$ cat src/rtl/oob_device_control.sv
// Device-side SATA OOB sequencer for a GTX transceiver: COMRESET/COMINIT and
// COMWAKE handshake, ALIGN/SYNC bring-up, then periodic ALIGN insertion on a live link.
module oob_device_control #(
    parameter logic [17:0] TIMEOUT = 18'h203AD,
    parameter logic [5:0]  GAP     = 6'h3F
) (
    input  logic        clk,
    input  logic        reset,
    input  logic        rx_locked,
    input  logic        gen2,
    input  logic        cominitdet,
    input  logic        comwakedet,
    input  logic        rxelecidle,
    input  logic        rxbyteisaligned,
    input  logic [31:0] rx_datain,
    input  logic [3:0]  rx_charisk_in,
    input  logic [31:0] tx_datain,
    input  logic        tx_charisk_in,
    output logic        txcominit,
    output logic        txcomwake,
    output logic        txelecidle_out,
    output logic [31:0] tx_dataout,
    output logic        tx_charisk_out,
    output logic [31:0] rx_dataout,
    output logic [3:0]  rx_charisk_out,
    output logic        linkup,
    output logic        align_en_out,
    output logic [3:0]  state_out
);

    localparam logic [31:0] ALIGN_P = 32'h7B4A4ABC;
    localparam logic [31:0] SYNC_P  = 32'hB5B5957C;
    localparam logic [31:0] D102_P  = 32'h4A4A4A4A;

    typedef enum logic [3:0] {
        WAIT_COMRESET = 4'd0,
        COMRESET_GAP  = 4'd1,
        SEND_COMINIT  = 4'd2,
        WAIT_COMWAKE  = 4'd3,
        SEND_COMWAKE  = 4'd4,
        COMWAKE_GAP   = 4'd5,
        SEND_ALIGN    = 4'd6,
        SEND_SYNC     = 4'd7,
        LINK_READY    = 4'd8
    } state_e;

    state_e      state_q, state_d;
    logic [17:0] count_q, count_d;
    logic [1:0]  run_q, run_d;
    logic [7:0]  acnt_q, acnt_d;

    logic        cominit_q, comwake_q, elecidle_q, aligned_q;
    logic [31:0] rx_data_q;
    logic [3:0]  rx_k_q;

    logic        txcominit_q, txcomwake_q, txelecidle_q, linkup_q, align_en_q;
    logic [31:0] tx_data_q;
    logic        tx_k_q;

    logic        align_det, is_align, force_init, count_en;
    logic [17:0] cominit_len, comwake_len, gap_ext;

    assign is_align    = (rx_data_q == ALIGN_P);
    assign align_det   = is_align && aligned_q;
    assign force_init  = rx_locked && cominit_q && (state_q != WAIT_COMRESET);
    assign cominit_len = gen2 ? 18'hA2 : 18'h51;
    assign comwake_len = gen2 ? 18'h9B : 18'h4E;
    assign gap_ext     = {12'd0, GAP};

    always_comb begin
        state_d  = state_q;
        run_d    = run_q;
        count_en = 1'b0;
        if (!rx_locked) begin
            state_d = WAIT_COMRESET;
        end else if (force_init) begin
            state_d = COMRESET_GAP;
        end else begin
            unique case (state_q)
                WAIT_COMRESET: if (cominit_q) state_d = COMRESET_GAP;
                COMRESET_GAP: begin
                    // Quiet period only advances while the line is actually idle.
                    count_en = elecidle_q;
                    if (elecidle_q && count_q == gap_ext) state_d = SEND_COMINIT;
                end
                SEND_COMINIT: begin
                    count_en = 1'b1;
                    if (count_q == cominit_len) state_d = WAIT_COMWAKE;
                end
                WAIT_COMWAKE: begin
                    count_en = 1'b1;
                    if (comwake_q)                state_d = SEND_COMWAKE;
                    else if (count_q == TIMEOUT)  state_d = SEND_COMINIT;
                end
                SEND_COMWAKE: begin
                    count_en = 1'b1;
                    if (count_q == comwake_len) state_d = COMWAKE_GAP;
                end
                COMWAKE_GAP: begin
                    count_en = 1'b1;
                    if (count_q == gap_ext) state_d = SEND_ALIGN;
                end
                SEND_ALIGN: begin
                    count_en = 1'b1;
                    if (align_det)                state_d = SEND_SYNC;
                    else if (count_q == TIMEOUT)  state_d = WAIT_COMRESET;
                end
                SEND_SYNC: begin
                    // Need three back-to-back non-ALIGN dwords on an active line.
                    if (is_align || elecidle_q) run_d = 2'd0;
                    else if (run_q == 2'd2)     state_d = LINK_READY;
                    else                        run_d = run_q + 2'd1;
                end
                LINK_READY: ;
                default: state_d = WAIT_COMRESET;
            endcase
        end

        if (state_d != state_q || force_init) begin
            count_d = 18'd0;
            run_d   = 2'd0;
        end else if (count_en) begin
            count_d = count_q + 18'd1;
        end else begin
            count_d = count_q;
        end

        acnt_d = (state_q == LINK_READY && state_d == LINK_READY) ? acnt_q + 8'd1 : 8'd0;
    end

    always_ff @(posedge clk or negedge reset) begin
        if (!reset) begin
            state_q      <= WAIT_COMRESET;
            count_q      <= '0;
            run_q        <= '0;
            acnt_q       <= '0;
            cominit_q    <= 1'b0;
            comwake_q    <= 1'b0;
            elecidle_q   <= 1'b0;
            aligned_q    <= 1'b0;
            rx_data_q    <= '0;
            rx_k_q       <= '0;
            txcominit_q  <= 1'b0;
            txcomwake_q  <= 1'b0;
            txelecidle_q <= 1'b1;
            linkup_q     <= 1'b0;
            align_en_q   <= 1'b0;
            tx_data_q    <= '0;
            tx_k_q       <= 1'b0;
        end else begin
            state_q      <= state_d;
            count_q      <= count_d;
            run_q        <= run_d;
            acnt_q       <= acnt_d;
            cominit_q    <= cominitdet;
            comwake_q    <= comwakedet;
            elecidle_q   <= rxelecidle;
            aligned_q    <= rxbyteisaligned;
            rx_data_q    <= rx_datain;
            rx_k_q       <= rx_charisk_in;
            txcominit_q  <= (state_d == SEND_COMINIT);
            txcomwake_q  <= (state_d == SEND_COMWAKE);
            txelecidle_q <= !(state_d inside {SEND_ALIGN, SEND_SYNC, LINK_READY});
            linkup_q     <= (state_d == LINK_READY) && !rxelecidle;
            align_en_q   <= (state_d == LINK_READY) && (acnt_d < 8'd2);
            // TX word follows the state and link data of the cycle just ending.
            unique case (state_q)
                SEND_ALIGN: begin tx_data_q <= ALIGN_P; tx_k_q <= 1'b1; end
                SEND_SYNC:  begin tx_data_q <= SYNC_P;  tx_k_q <= 1'b1; end
                LINK_READY: begin
                    tx_data_q <= align_en_q ? ALIGN_P : tx_datain;
                    tx_k_q    <= align_en_q ? 1'b1    : tx_charisk_in;
                end
                default:    begin tx_data_q <= D102_P;  tx_k_q <= 1'b0; end
            endcase
        end
    end

    logic rx_pass;
    assign rx_pass = (state_q == LINK_READY) && !elecidle_q;

    assign rx_dataout     = (rx_pass || state_q == SEND_ALIGN || state_q == SEND_SYNC) ? rx_data_q : '0;
    assign rx_charisk_out = rx_pass ? rx_k_q : '0;
    assign txcominit      = txcominit_q;
    assign txcomwake      = txcomwake_q;
    assign txelecidle_out = txelecidle_q;
    assign linkup         = linkup_q;
    assign align_en_out   = align_en_q;
    assign tx_dataout     = tx_data_q;
    assign tx_charisk_out = tx_k_q;
    assign state_out      = state_q;

endmodule

$ cat config.mk
export PLATFORM = sky130hd
export DESIGN_NAME = oob_device_control
export DESIGN_NICKNAME = d
export VERILOG_FILES = /design/src/rtl/oob_device_control.sv
export SDC_FILE = /design/constraint.sdc
export NUM_CORES = 1
export LEC_CHECK = 0
export ABC_AREA = 0
export BUFFER_PORTS_ARGS = -buffer_cell sky130_fd_sc_hd__buf_2
export CORE_AREA = 2 2 103 105
export CTS_BUF_LIST = sky130_fd_sc_hd__clkbuf_4 sky130_fd_sc_hd__clkbuf_8
export DETAILED_ROUTE_END_ITERATION = 6
export DIE_AREA = 0 0 105 107
export GPL_TIMING_DRIVEN = 0
export PLACE_DENSITY = 0.76
export SYNTH_ARGS = -nofsm -noshare
export SYNTH_HDL_FRONTEND = slang
export SYNTH_SLANG_ARGS = --single-unit
$ cat constraint.sdc
create_clock -name clk -period 2.6 [get_ports clk]
set_input_delay 0.39 -clock clk [delete_from_list [all_inputs] [get_ports clk]]
set_output_delay 0.39 -clock clk [all_outputs]
set_load 0.01 [all_outputs]
==> flow_summary_export.csv <==
group,metric,value,unit
power,peakVddDrop,0.355,mV
setup_path,r2r_start,"rx_data_q[16]",
sta,holdWs,0.114,ns
setup_path,crit_start,"state_out[0]",
cts,cts_tree,"yes",
global_route,grt_max_degree,76,
global_route,grt_pass1_wl,18500,um
final_layout,fin_area,6140,um2
logic_synthesis,syn_area_per_cell,10.9,um2
power,p_sw_share,24.9,%
cts,clk_latency,0.37,ns
cts,clock-sinks,110,
cts,cts_max_path_buffers,2,
power,pwr-share-clk,33.6,%
final_layout,nNetsFinal,704,
final_layout,drive_gt1_share,36.1,%
placed_design,gp_congestion,0.834,
power,seq_power_share,59.8,%
drt,drc_errors,0,
drt,via_per_inst,5.14,
floorplan,rows,37,
sta,rsz0062_at_grt,"false",
sta,max_slew_margin,62.4,%
placed_design,hpwl,8120,um
sta,max_freq,400,MHz
drt,routedWlPerCell,14.6,um
power,powerDensity,482,nW/um2
hold_path,min-delay-start,"rx_datain[13]",
logic_synthesis,yosys.area.top_type_share,55.9,%
setup_path,arrival,2.11,ns
sta,setup_viol_count_final,0,
sta,period_share,96.1,%
setup_path,worstReg2RegEnd,"run_q[0]",
drt,wl,11100,um
setup_path,path_max_fanout,10,
logic_synthesis,ys.flop_type,"dfrtp_1",
floorplan,start_util,48.4,%
setup_path,cp.required,2.21,ns
setup_path,r2r_slack,0.13,ns
placed_design,placed_cells,741,
power,p_leak,0.00304,uW
final_layout,fillers,884,
cts,cts_made_buffers,9,
cts,path_clk_slew,0.11,ns
sta,finalHoldViolations,0,
logic_synthesis,synth_area,4880,um2
floorplan,die_x,105,um
logic_synthesis,synth_edf_count,0,
hold_path,hold_path.class,"in2reg",
logic_synthesis,ys_types,52,
sta,drv_slew,0,
floorplan,fp.coreArea,10100,um2
cts,root_buffer,"clkbuf_8",
global_route,grt_pass1_vias,3930,
floorplan,die_h,107,um
logic_synthesis,yosysWarnings,0,
logic_synthesis,ys_async_sr_fraction,100,%
final_layout,final_cells,764,
logic_synthesis,synthMostInstantiatedCell,"dfrtp_1",
logic_synthesis,syn_nets,531,
logic_synthesis,netlist_top_cells_count,"dfrtp_1 (109), nor2_1 (48), and2_1 (44), nand2_1 (44), nor3_2 (20)",
sta,tightest_slew,0.558,ns
setup_path,endpoint_kind,"output pin",
logic_synthesis,syn_inst,450,
drt,drt_pre_antenna_iters,5,
power,p_int,2220,uW
setup_path,worstRegToRegCells,7,
placed_design,place_area,5850,um2
floorplan,die-area,11200,um2
global_route,antenna_found_initial,0,
outcome,status,"complete, no violations",
setup_path,cp-endpoint,"rx_charisk_out[2]",
drt,num_vias,3929,
logic_synthesis,ys_ff_latch,110,
logic_synthesis,synth_area_leaders,"dfrtp_1 (56%), and2_1 (5.6%), nor3_2 (4.1%)",
setup_path,path_class,"reg2out",
sta,worst_clock_skew,0.0113,ns
cts,htreeDepth,3,
sta,post-route-min-period,2.50,ns
logic_synthesis,ys_seq_area_share,56.4,%
power,power_frac_comb,6.6,%
floorplan,num_io_pins,155,
setup_path,critPathLaunchType,"flop",
logic_synthesis,yosys.area.top_type,"dfrtp_1",
global_route,track_usage,20.4,%
drt,postRouteAntennaNets,0,
final_layout,utilization,60.8,%
power,p_sw,738,uW
final_layout,num_antenna_cells,0,
job,drv_cap,0,
final_layout,area_growth_syn_to_layout,25.7,%
placed_design,numPortBuffers,154,
global_route,grt.overflow.total,0,
drt,drt_iter0_drc,203,
## layout make-up
type | instances | area (um2) | share of cell area [%]
plain buffers | 23 | 126 | 2.06
clock buffers | 11 | 139 | 2.26
clock inverters | 5 | 48.8 | 0.795
inverters | 8 | 30.0 | 0.489
multi-input cells | 307 | 2000 | 32.5
flip-flops and latches | 110 | 2760 | 44.9
well taps | 136 | 170 | 2.77
repair buffers | 164 | 871 | 14.2
## logic make-up after synthesis
| family | share of synthesized area (%) |
|---|---|
| DFF | 56.4 |
| adders and majority gates | 1.23 |
| xor gates and xnor gates | 4.48 |
| AOI/OAI and AO/OA | 6.23 |
| muxes | 0.205 |
| buffers and inverters | 3.10 |
| and+or+nand+nor | 28.4 |
## power by group through the flow
| stage | clock [uW] | combinational [uW] | sequential [uW] |
|---|---|---|---|
| final | 994 | 197 | 1770 |
| after floorplan | 0 | 77.5 | 1790 |
| after global routing | 1100 | 218 | 1770 |
| after CTS | 1030 | 194 | 1770 |
| after detailed placement | 0 | 194 | 1800 |
| after global placement | 0 | 182 | 1800 |
## state kept, by name (all words and copies together), names as in the netlist
register,count
txelecidle_out,1
aligned_q,1
elecidle_q,1
tx_dataout,32
align_en_out,1
comwake_q,1
cominit_q,1
run_q,2
linkup,1
tx_charisk_out,1
rx_k_q,4
txcomwake,1
count_q,18
rx_data_q,32
txcominit,1
acnt_q,8
state_out,4
## metal layers
layer  wire length (um)  global-route usage [%]  vias to the layer above  share of wire [%]
met2               5410                    33.9                      183                 49
met5                  0                       0                        -                  0
li1                   -                       -                     1867                  -
met1               4720                    27.1                     1861                 42
met3                819                    3.95                       18                7.4
met4                190                    6.86                        0                1.7
## stage by stage
| stage | TNS, ns | worst slack [ns] | power (uW) |
|---|---|---|---|
| 2_1_floorplan | 0 | 0.274 | 1870 |
| 3_3_place_gp | -14.49 | -0.504 | 1980 |
| 3_5_place_dp | -15.70 | -0.528 | 1990 |
| 4_1_cts | 0 | 0.00385 | 2990 |
| 5_1_grt | 0 | 0.000546 | 3090 |
| 6_report | 0 | 0.101 | 2960 |
## worst min path at each step
stage	endpoint	slack (ns)	cells after the start
floorplan	acnt_q[0]	0.09	0
global placement	acnt_q[0]	0.45	1
detailed placement	tx_dataout[28]	0.38	1
CTS	rx_data_q[12]	0.10	1
global route	rx_data_q[2]	0.09	1
finish	rx_data_q[13]	0.11	1
## worst max-delay path, stage by stage (launching register included)
cell and delay (ns):
dfrtp_2 0.46, clkbuf_4 0.22, nor3_2 0.21, nand2_2 0.11, buf_4 0.20, nor2_1 0.22, and2_1 0.17, buf_2 0.14
## placed cells by master (no fill, tap or decap), drive strengths merged, types with 4 or more instances in the layout
cell,instances
and2,44
inv,11
nand2,44
o21ai,6
nand4b,7
xor2,9
clkbuf,24
dfrtp,109
or2,5
ha,4
xnor2,16
nand2b,7
or3,4
nand3,18
a21oi,8
and3,6
o21a,8
nor4,6
nor3,27
buf,173
nor2,48
## repair_timing
item                                    CTS  global route
endpoints found under the setup margin   36            51
pin swaps                                 2             2
gates cloned                              0             0
hold endpoints to repair                 35             0
setup buffers                             3             5
hold buffers                              1             0
gates resized for setup                  11             6
No activity file was read; power rests on OpenSTA's default activity.
